## config.mk

```make
export PLATFORM = sky130hd
export DESIGN_NAME = bcd_seg_scan_driver
export DESIGN_NICKNAME = d
export VERILOG_FILES = /design/src/rtl/bcd_seg_scan_driver.sv
export SDC_FILE = /design/constraint.sdc
export NUM_CORES = 1
export LEC_CHECK = 0
export ABC_AREA = 1
export CAP_MARGIN = 5
export CORE_ASPECT_RATIO = 1.25
export CORE_MARGIN = 5
export CORE_UTILIZATION = 35
export DETAILED_ROUTE_END_ITERATION = 10
export PLACE_DENSITY = 0.65
export SYNTH_ARGS = -nofsm -noshare
export SYNTH_HDL_FRONTEND = slang
export SYNTH_SLANG_ARGS = --single-unit
```

## constraint.sdc

```tcl
create_clock -name clk -period 2.4 [get_ports clk]
set_input_delay 0.24 -clock clk [delete_from_list [all_inputs] [get_ports clk]]
set_output_delay 0.24 -clock clk [all_outputs]
set_load 0.03 [all_outputs]
```

## src/rtl/bcd_seg_scan_driver.sv

```systemverilog
// bcd_seg_scan_driver
// Time-multiplexed driver for a NUM_DIGITS-wide common-cathode 7-segment
// display. A packed BCD word is captured into a shadow register and only
// committed to the displayed copy on the last cycle of a frame, so a scan
// never shows a mix of old and new digits. Each digit is held for DIV
// cycles. Leading zeros can be blanked, and codes above 9 show a dash and
// raise the invalid flag.
module bcd_seg_scan_driver #(
    parameter int NUM_DIGITS = 4,
    parameter int DIV        = 4
) (
    input  logic                    clk,
    input  logic                    rst,
    input  logic                    load,
    input  logic [4*NUM_DIGITS-1:0] bcd_in,
    input  logic                    lz_en,
    output logic [6:0]              seg_out,
    output logic [NUM_DIGITS-1:0]   dig_sel,
    output logic                    frame_start,
    output logic                    invalid
);

    localparam int PW = (DIV > 1) ? $clog2(DIV) : 1;
    localparam int IW = (NUM_DIGITS > 1) ? $clog2(NUM_DIGITS) : 1;
    localparam int BW = 4 * NUM_DIGITS;

    localparam logic [PW-1:0] PRE_LAST = PW'(DIV - 1);
    localparam logic [IW-1:0] IDX_LAST = IW'(NUM_DIGITS - 1);

    // BCD digit to {a,b,c,d,e,f,g}; anything outside 0..9 is a lone dash.
    function automatic logic [6:0] seg_decode(input logic [3:0] d);
        logic [6:0] s;
        case (d)
            4'd0:    s = 7'b1111110;
            4'd1:    s = 7'b0110000;
            4'd2:    s = 7'b1101101;
            4'd3:    s = 7'b1111001;
            4'd4:    s = 7'b0110011;
            4'd5:    s = 7'b1011011;
            4'd6:    s = 7'b1011111;
            4'd7:    s = 7'b1110000;
            4'd8:    s = 7'b1111111;
            4'd9:    s = 7'b1111011;
            default: s = 7'b0000001;
        endcase
        return s;
    endfunction

    logic [PW-1:0]         pre_r;
    logic [IW-1:0]         idx_r;
    logic [BW-1:0]         shadow_r;
    logic [BW-1:0]         disp_r;
    logic                  pending_r;

    logic                  pre_wrap_s;
    logic                  frame_end_s;
    logic                  commit_s;
    logic [3:0]            digit_s;
    logic [NUM_DIGITS-1:0] onehot_s;
    logic                  zero_run_s;
    logic                  suppress_s;
    logic                  invalid_s;
    logic [6:0]            seg_next_s;

    // Frame timing: digit-hold wrap, last cycle of frame, and commit decision.
    always_comb begin
        pre_wrap_s  = (pre_r == PRE_LAST);
        frame_end_s = pre_wrap_s && (idx_r == IDX_LAST);
        commit_s    = frame_end_s && (pending_r || load);
    end

    // Select the active digit, build its one-hot enable, and decide blanking
    // by walking from the most significant digit down while it stays zero.
    always_comb begin
        digit_s    = 4'd0;
        onehot_s   = '0;
        zero_run_s = 1'b1;
        suppress_s = 1'b0;
        invalid_s  = 1'b0;
        for (int k = NUM_DIGITS - 1; k >= 0; k--) begin
            zero_run_s  = zero_run_s & (disp_r[4*k +: 4] == 4'd0);
            invalid_s   = invalid_s | (disp_r[4*k +: 4] > 4'd9);
            onehot_s[k] = (idx_r == IW'(k));
            digit_s     = onehot_s[k] ? disp_r[4*k +: 4] : digit_s;
            suppress_s  = onehot_s[k] ? (lz_en & zero_run_s & (k != 0)) : suppress_s;
        end
        seg_next_s = suppress_s ? 7'd0 : seg_decode(digit_s);
    end

    // Scan counters and the shadow/display double buffer.
    always_ff @(posedge clk) begin
        if (rst) begin
            pre_r     <= '0;
            idx_r     <= '0;
            shadow_r  <= '0;
            disp_r    <= '0;
            pending_r <= 1'b0;
        end else begin
            pre_r <= pre_wrap_s ? '0 : pre_r + PW'(1);
            if (pre_wrap_s) begin
                idx_r <= (idx_r == IDX_LAST) ? '0 : idx_r + IW'(1);
            end
            if (load) begin
                shadow_r  <= bcd_in;
                pending_r <= 1'b1;
            end
            // A load on the commit edge bypasses the shadow and lands directly.
            if (commit_s) begin
                disp_r    <= load ? bcd_in : shadow_r;
                pending_r <= 1'b0;
            end
        end
    end

    // Registered pin drivers, one cycle behind the scan state.
    always_ff @(posedge clk) begin
        if (rst) begin
            seg_out     <= 7'd0;
            dig_sel     <= '0;
            frame_start <= 1'b0;
            invalid     <= 1'b0;
        end else begin
            seg_out     <= seg_next_s;
            dig_sel     <= onehot_s;
            frame_start <= (idx_r == '0) && (pre_r == '0);
            invalid     <= invalid_s;
        end
    end

endmodule

```

==> impl_metrics.ini, run 1 <==
[sta]
max_slew.worst_pin.slew_ns = 0.450
clock_skew_ns = 0.00984
fin_crit_sh_pct = 81.3
post-route-min-period_ns = 1.95
fmax_ghz = 0.512
tns_ns = 0
slew_violations = 0
finalSetupViolCount = 0
maxSlewHeadroom_pct = 70.0
setup_ws_ns = 0.448
final-hold-violation-count = 0
rsz0062_at_grt = false

[power_and_ir_drop]
peakVddDrop_mv = 0.291
p_total_uw = 1730
total_leakage_power_uw = 0.00115
power_density_nw_per_um2 = 627

[outcome]
status = complete, no violations

[layout]
final_util_pct = 44.2
final_common_cell = nor2_1
drive_above_1_share_pct = 15.0
antenna_cells = 0
nets = 324
layout_common_cells = nor2_1 (53), dfxtp_1 (50), nand2_1 (37)
area_growth_pct = 21.5

[global_route]
gr-total-overflow = 0
grt_max_degree = 38
antenna_found_initial = 0
grt_util_all_layers_pct = 11.9
grt_pass1_vias = 1709
grt_pass1_wl_um = 7550

[clocking]
cts_tree = yes
clock_path_buffers = 2
clock-sinks = 50
cts_root_buf = clkbuf_8
ctsResizeCount = 0
path_clk_slew_ns = 0.09
post_cts_buffers = 0
holdBufCountCts = 0
cts_max_level = 2
clkLatencyLatePin_ns = 0.31
numCtsBuffers = 5

[placed_design]
hpwlAfterDp_um = 3310
port_buffers = 32
dp_slack_ns = 0.477
place_congestion = 0.858

[logic_synthesis]
yosys_most_used_dff = dfxtp_1
ys_seq_area_share_pct = 44.0
synth.distinct_cells = 30
syn_avg_cell_area_sq_um = 8.75
synth_top_cell_area_share_pct = 44.0
synth_fp_nets = 292
netlist_instances = 260
synth-seq-cells = 50
synth_edf_count = 0
synth_top_area_cell = dfxtp_1
synthArstFlopShare_pct = 0
syn_area_sq_um = 2270
ys_warn_count = 0
synth_area_leaders = dfxtp_1 (44%), nor2_1 (8.7%), a211oi_2 (7.2%)

[setup_path]
path_buf_inv = 1
crit_slowest_cell = dfxtp_1
max_stage_delay_ns = 0.40
worstPathMaxFanout = 7
critical_path_class = reg2reg
end_kind = flop
cpMostUsedCell = nand2_1
crit_arrival_ns = 2.16
crit_family = adder cells
required_ns = 2.61
crit_chain = inv_1 -> ha_1 -> a21oi_1 -> nand2_1 -> nand2_1 -> ha_1 -> nand3_1 -> nand2_1 -> nor2_1 -> nor2_1
cp-start-kind = flop

[route]
drcViolationCount = 0
wl_um = 4360
drtIter0Drc = 129
wl_per_cell_um = 11.5
viasPerCell = 4.61
drt_pass1_iterations = 4
vias = 1744
ant_nets = 0

[flow_run]
drv_cap = 0

[min_path]
hold_path.class = in2reg

[floorplan]
initial_core_util_pct = 36.4
fp-row-count = 32
io-pin-count = 33
die_area_sq_um = 8220
die_h_um = 100
die_w_um = 82.1
core_sq_um = 6250
[flip-flops by register name, indices dropped and copies added, names as in the netlist]
name / cells
pending_r: 1
pre_r: 2
seg_out: 7
frame_start: 1
shadow_r: 16
idx_r: 2
disp_r: 16
invalid: 1
dig_sel: 4
[synthesized netlist by cell type (2+ instances only)]
cell type	instances
nand3b_1	2
clkbuf_1	3
nand2_2	2
buf_1	2
dfxtp_1	50
a211oi_2	13
nor2_2	3
buf_4	2
nor3_1	3
o21ai_0	6
inv_2	6
a21oi_4	2
nand3_1	10
buf_2	4
nor2_1	53
nand2_1	37
a21oi_1	7
a211oi_1	4
ha_1	12
inv_1	14
mux2i_1	16
[worst reg2reg max path: cells and delay by family (launching register included)]
| kind | cells | cell delay [ns] |
|---|---|---|
| adders and majority gates | 2 | 0.53 |
| and+or+nand+nor | 6 | 0.49 |
| DFF | 1 | 0.40 |
| AOI/OAI and AO/OA | 1 | 0.33 |
| buffers and inverters | 1 | 0.10 |
[path summary, 6_finish.rpt]
check | start | end | slack, ns | cells after the start
worst max-delay path | idx_r[0] | seg_out[3] | 0.45 | 10
worst min register to register | pre_r[0] | pre_r[0] | 0.47 | 1
worst min-delay path | rst | dig_sel[0] | 0.21 | 2
worst max register to register | idx_r[0] | seg_out[3] | 0.45 | 10
[cell families (layout without fill, tap and decap cells)]
family / Yosys count / after routing / share of synthesized area [%]
and+or+nand+nor: 118 / 118 / 23.5
DFF: 50 / 50 / 44.0
AOI/OAI and AO/OA: 33 / 33 / 13.1
buffers and inverters: 31 / 64 / 5.67
muxes: 16 / 16 / 7.04
adders and majority gates: 12 / 12 / 6.60
[layer usage]
layer / share of wire, % / GRT usage (%) / routed length [um] / vias up
met1: 47 / 15.3 / 2030 / 787
met3: 5.0 / 2.60 / 218 / 5
met4: 2.6 / 6.65 / 112 / 0
met2: 46 / 18.2 / 2000 / 43
met5: 0 / 0 / 0 / -
li1: - / - / - / 909
[cell type report]
type,instances,area (sq um)
fill,643,3480
multi-input combinational,179,1140
sequential,50,1000
timing repair buffer,36,345
tap,85,106
inverter,20,75.1
clock buffer,5,68.8
clock inverter,3,21.3
[per-stage QoR]
| stage | cells | hold WS, ns | cell area [sq um] |
|---|---|---|---|
| floorplan | 260 | 0.408 | 2270 |
| global placement | 370 | 0.442 | 2670 |
| detailed placement | 370 | 0.451 | 2670 |
| CTS | 378 | 0.209 | 2760 |
| global route | 378 | 0.215 | 2760 |
| finish | 378 | 0.211 | 2760 |
[power by group]
group	internal, uW	switching [uW]
registers	877	14.7
clock network	205	283
logic	147	204
total	1230	502
(Power assumes the default switching activity.)
==> run 2: changes to the inputs <==
Clock period 2.4 ns to 1.9 ns, I/O delays scaled along.
==> run 2 against run 1 <==
Net effect: sequential share of layout area is 1.7 points lower; clock power is 79% higher; flip-flop and latch count stayed put; largest cell class unchanged.
==> impl_metrics.ini, run 2 (same netlist as run 1, synthesis figures left out) <==
[outcome]
status = complete, no violations

[clocking]
holdBufCountCts = 0
path_clk_slew_ns = 0.09
clkLatencyLatePin_ns = 0.30
numCtsBuffers = 5
clock_path_buffers = 2
cts_root_buf = clkbuf_8
ctsResizeCount = 0
cts_tree = yes
cts_max_level = 2
clock-sinks = 50
post_cts_buffers = 0

[sta]
max_slew.worst_pin.slew_ns = 0.385
tns_ns = 0
whs_ns = 0.286
fmax_ghz = 0.565
fin_crit_sh_pct = 93.2
post-route-min-period_ns = 1.77
final-hold-violation-count = 0
maxSlewHeadroom_pct = 74.3
clock_skew_ns = 0.0131
slew_violations = 0
finalSetupViolCount = 0

[setup_path]
worstPathMaxFanout = 6
crit_cells = 11
crit_slowest_cell = dfxtp_4
end_kind = flop
reg2reg_from = idx_r[0]
critical_path_class = reg2reg
rr_endpoint = seg_out[3]
path_buf_inv = 1
crit_family = simple AND/OR/NAND/NOR gates
reg2reg_depth = 11
crit_chain = inv_2 -> ha_4 -> a21oi_1 -> nand2_1 -> nand2_1 -> nand2_1 -> ha_1 -> nand3_1 -> nand2_1 -> nor2_1 -> nor2_1
crit_arrival_ns = 1.98
max_stage_delay_ns = 0.39
required_ns = 2.11
regToRegSetupSlack_ns = 0.13
cp-start-kind = flop
cpMostUsedCell = nand2_1

[placed_design]
place_inst = 375
port_buffers = 32
hpwlAfterDp_um = 3330
place_congestion = 0.907

[floorplan]
die_area_sq_um = 8220
fp-row-count = 32
die_h_um = 100
io-pin-count = 33
die_w_um = 82.1
core_sq_um = 6250
initial_core_util_pct = 36.4

[route]
viasPerCell = 4.55
wl_per_cell_um = 11.1
vias = 1743
ant_nets = 0
wl_um = 4250
drtIter0Drc = 67
drcViolationCount = 0
drt_pass1_iterations = 4

[min_path]
hold_start = rst
hold_path_end = shadow_r[15]
hold_path.class = in2reg
whs_path_depth = 2

[layout]
top_regs = disp_r x16, shadow_r x16, seg_out x7
fillers = 632
antenna_cells = 0
area_growth_pct = 28.4
final_util_pct = 46.8
final_common_cell = nor2_1
drive_above_1_share_pct = 18.8
layout_common_cells = nor2_1 (53), dfxtp_1 (48), nand2_1 (37)
multiInputGateArea_sq_um = 1180
regArea_sq_um = 1010
fin_cells = 383
nets = 329

[global_route]
grt_pass1_vias = 1649
antenna_found_initial = 0
grt_pass1_wl_um = 7180
grt_busiest_layer = met2
met3_usage_pct = 2.42
gr-total-overflow = 0
use_met2_pct = 18.4
grt_max_degree = 34
met1_usage_pct = 13.8
grt_util_all_layers_pct = 11.0

[power_and_ir_drop]
power_density_nw_per_um2 = 846
total_leakage_power_uw = 0.00121
p_total_uw = 2470
peakVddDrop_mv = 0.430

[flow_run]
drv_cap = 0
-- run 2: changes by cell type in the layout (fill, tap and decap cells not counted), sizes merged --
cell | before | now
buf | 5 | 10
bufinv | 0 | 2
clkinv | 2 | 1
clkinvlp | 1 | 0
-- run 2: layout make-up --
class / instances / share of cell area [%]
Multi-Input combinational cell: 179 / 40.5
Sequential cell: 50 / 34.5
Timing Repair Buffer: 41 / 14.0
Tap cell: 85 / 3.64
Inverter: 20 / 2.66
Clock buffer: 5 / 2.36
Clock inverter: 3 / 2.36
-- run 2: worst max path at each step --
stage                        start    endpoint  slack, ns
after floorplan           idx_r[0]  seg_out[3]       0.03
after global placement    idx_r[0]  seg_out[3]       0.08
after detailed placement  idx_r[0]  seg_out[3]       0.04
after CTS                 idx_r[0]  seg_out[3]       0.02
after global routing      idx_r[0]  seg_out[3]      -0.03
final                     idx_r[0]  seg_out[3]       0.13
-- run 2: stage by stage --
| stage | area [sq um] | setup slack (ns) |
|---|---|---|
| 2_1_floorplan | 2270 | 0.0257 |
| 3_3_place_gp | 2740 | 0.0755 |
| 3_5_place_dp | 2740 | 0.0354 |
| 4_1_cts | 2870 | 0.0173 |
| 5_1_grt | 2920 | -0.0255 |
| 6_report | 2920 | 0.130 |
-- run 2: metal layers --
| metal | wire length (um) | vias up |
|---|---|---|
| met3 | 227 | 4 |
| met1 | 1970 | 773 |
| met2 | 2000 | 40 |
| li1 | - | 926 |
| met5 | 0 | - |
| met4 | 56 | 0 |
-- run 2: power by group --
part           internal (uW)  leakage, uW  switching (uW)
clock network            527    0.0000683             347
logic                    205     0.000731             262
registers               1110     0.000412            20.1
total                   1840      0.00121             630
==> run 3: changes to the inputs <==
Settings changed: CORE_UTILIZATION 35 to 30, PLACE_DENSITY 0.65 to 0.59, SLEW_MARGIN set to 0.
==> run 3 against run 2 <==
Net effect: final cell count rose by 2.1%; sequential share of layout area fell by 0.28 points; die area rose by 15%; hold slack improved by 0.014 ns; total power rose by 0.34%; critical path depth rose by 1; largest cell class unchanged.
==> impl_metrics.ini, run 3 (same netlist as run 1, synthesis figures left out) <==
[min_path]
hold_start = rst
hold_path.class = in2reg
hold_path_end = shadow_r[10]
whs_path_depth = 2

[power_and_ir_drop]
switchingPower_uw = 637
internal_power_uw = 1840
p_clk_share_pct = 35.4
combPwrFrac_pct = 19.0
total_leakage_power_uw = 0.00121
switching_share_pct = 25.7
power_density_nw_per_um2 = 844
pwr-share-seq_pct = 45.6
peakVddDrop_mv = 0.483

[placed_design]
hpwlAfterDp_um = 3520
port_buffers = 32
post_dp_cell_area_sq_um = 2740
place_congestion = 0.836

[route]
met2_length_um = 2180
drt_pass1_iterations = 4
wl_um = 4540
dr_wl_met3_um = 246
ant_nets = 0
viasPerCell = 4.49
m1WireLength_um = 2020
highest_layer = met4
drtIter0Drc = 97
wl_per_cell_um = 11.6
drcViolationCount = 0
vias = 1756

[sta]
fmax_ghz = 0.586
post-route-min-period_ns = 1.71
whs_ns = 0.300
finalSetupViolCount = 0
max_slew.worst_pin.slew_ns = 0.433
final-hold-violation-count = 0
rsz0062_at_grt = false
tns_ns = 0
slew_violations = 0
fin_crit_sh_pct = 89.8
clock_skew_ns = 0.00673
maxSlewHeadroom_pct = 71.2

[setup_path]
path_buf_inv = 1
crit_chain = ha_2 -> nand2_1 -> nand2_1 -> nand3_1 -> nand2_1 -> o21ai_2 -> buf_4 -> ha_1 -> nand3b_1 -> nand2_1 -> nor2_1 -> nor2_1
rr_endpoint = seg_out[6]
max_stage_delay_ns = 0.40
regToRegSetupSlack_ns = 0.19
critical_path_class = reg2reg
end_kind = flop
crit_family = simple AND/OR/NAND/NOR gates
cpMostUsedCell = nand2_1
cp-start-kind = flop
crit_arrival_ns = 1.95
required_ns = 2.15
worstPathMaxFanout = 5
reg2reg_depth = 12
reg2reg_from = idx_r[0]
crit_slowest_cell = dfxtp_4

[layout]
layout_common_cells = nor2_1 (52), dfxtp_1 (48), nand2_1 (36)
regArea_sq_um = 1010
final_common_cell = nor2_1
antenna_cells = 0
drive_above_1_share_pct = 20.7
multiInputGateArea_sq_um = 1200
area_growth_pct = 29.1
design_area_sq_um = 2940
top_regs = disp_r x16, shadow_r x16, seg_out x7
nets = 330
fillers = 744

[clocking]
cts_root_buf = clkbuf_8
clkLatencyLatePin_ns = 0.30
path_clk_slew_ns = 0.09
cts_tree = yes
clock-sinks = 50
cts_max_level = 2
clock_path_buffers = 2
post_cts_buffers = 0
numCtsBuffers = 5

[global_route]
antenna_found_initial = 0
gr-total-overflow = 0
grt_util_all_layers_pct = 10.3
grt_pass1_wl_um = 7710
grt_pass1_vias = 1718
grt_max_degree = 30

[floorplan]
fp-row-count = 35
die_area_sq_um = 9430
initial_core_util_pct = 30.7
die_w_um = 87.9
io-pin-count = 33
core_sq_um = 7400
die_h_um = 107

[outcome]
status = complete, no violations

[flow_run]
drv_cap = 0
-- run 3: changes by cell type in the layout (fill, tap and decap cells not counted), sizes merged --
| cell | change |
|---|---|
| buf | +1 |
-- run 3: worst max path at each step --
stage,startpoint,endpoint,slack [ns],depth (start not counted)
final,idx_r[0],seg_out[6],0.19,12
after global routing,idx_r[0],seg_out[6],0.008,13
after CTS,idx_r[1],seg_out[3],0.04,11
after detailed placement,idx_r[0],seg_out[3],0.0008,12
after global placement,idx_r[0],seg_out[3],0.07,13
after floorplan,idx_r[0],seg_out[3],0.03,13
-- run 3: what timing repair did --
item / CTS / global route
endpoints found under the setup margin: 1 / 7
resized for setup: 2 / 15
hold buffers: 0 / 0
cloned: 0 / 0
pin swaps: 0 / 1
-- run 3: through the flow --
step	utilization [%]	total power [uW]	worst slack [ns]	cells
6_report	39.7	2480	0.194	391
5_1_grt	39.7	2620	0.00839	391
4_1_cts	38.9	2500	0.0392	391
3_5_place_dp	37.0	1610	0.000756	383
3_3_place_gp	37.0	1600	0.0698	383
2_1_floorplan	-	1450	0.0257	260
-- run 3: power groups by stage --
stage / clock (uW) / sequential [uW] / combinational [uW]
after floorplan: 0 / 1210 / 241
after global placement: 0 / 1150 / 454
after detailed placement: 0 / 1150 / 459
after CTS: 907 / 1130 / 461
after global routing: 961 / 1140 / 522
final: 878 / 1130 / 471
-- run 3: metal layers --
layer | up-vias | global-route usage [%]
met5 | - | 0
met3 | 11 | 2.60
met2 | 41 | 16.9
met1 | 782 | 12.6
met4 | 0 | 4.06
li1 | 922 | -
-- run 3: area by class of cell --
class                           count  share of cell area [%]
Clock inverter                      3                    2.34
Tap cell                           92                    3.92
Inverter                           20                    2.64
Clock buffer                        5                    2.34
Timing Repair Buffer               42                    13.7
Multi-Input combinational cell    179                    40.8
Sequential cell                    50                    34.3
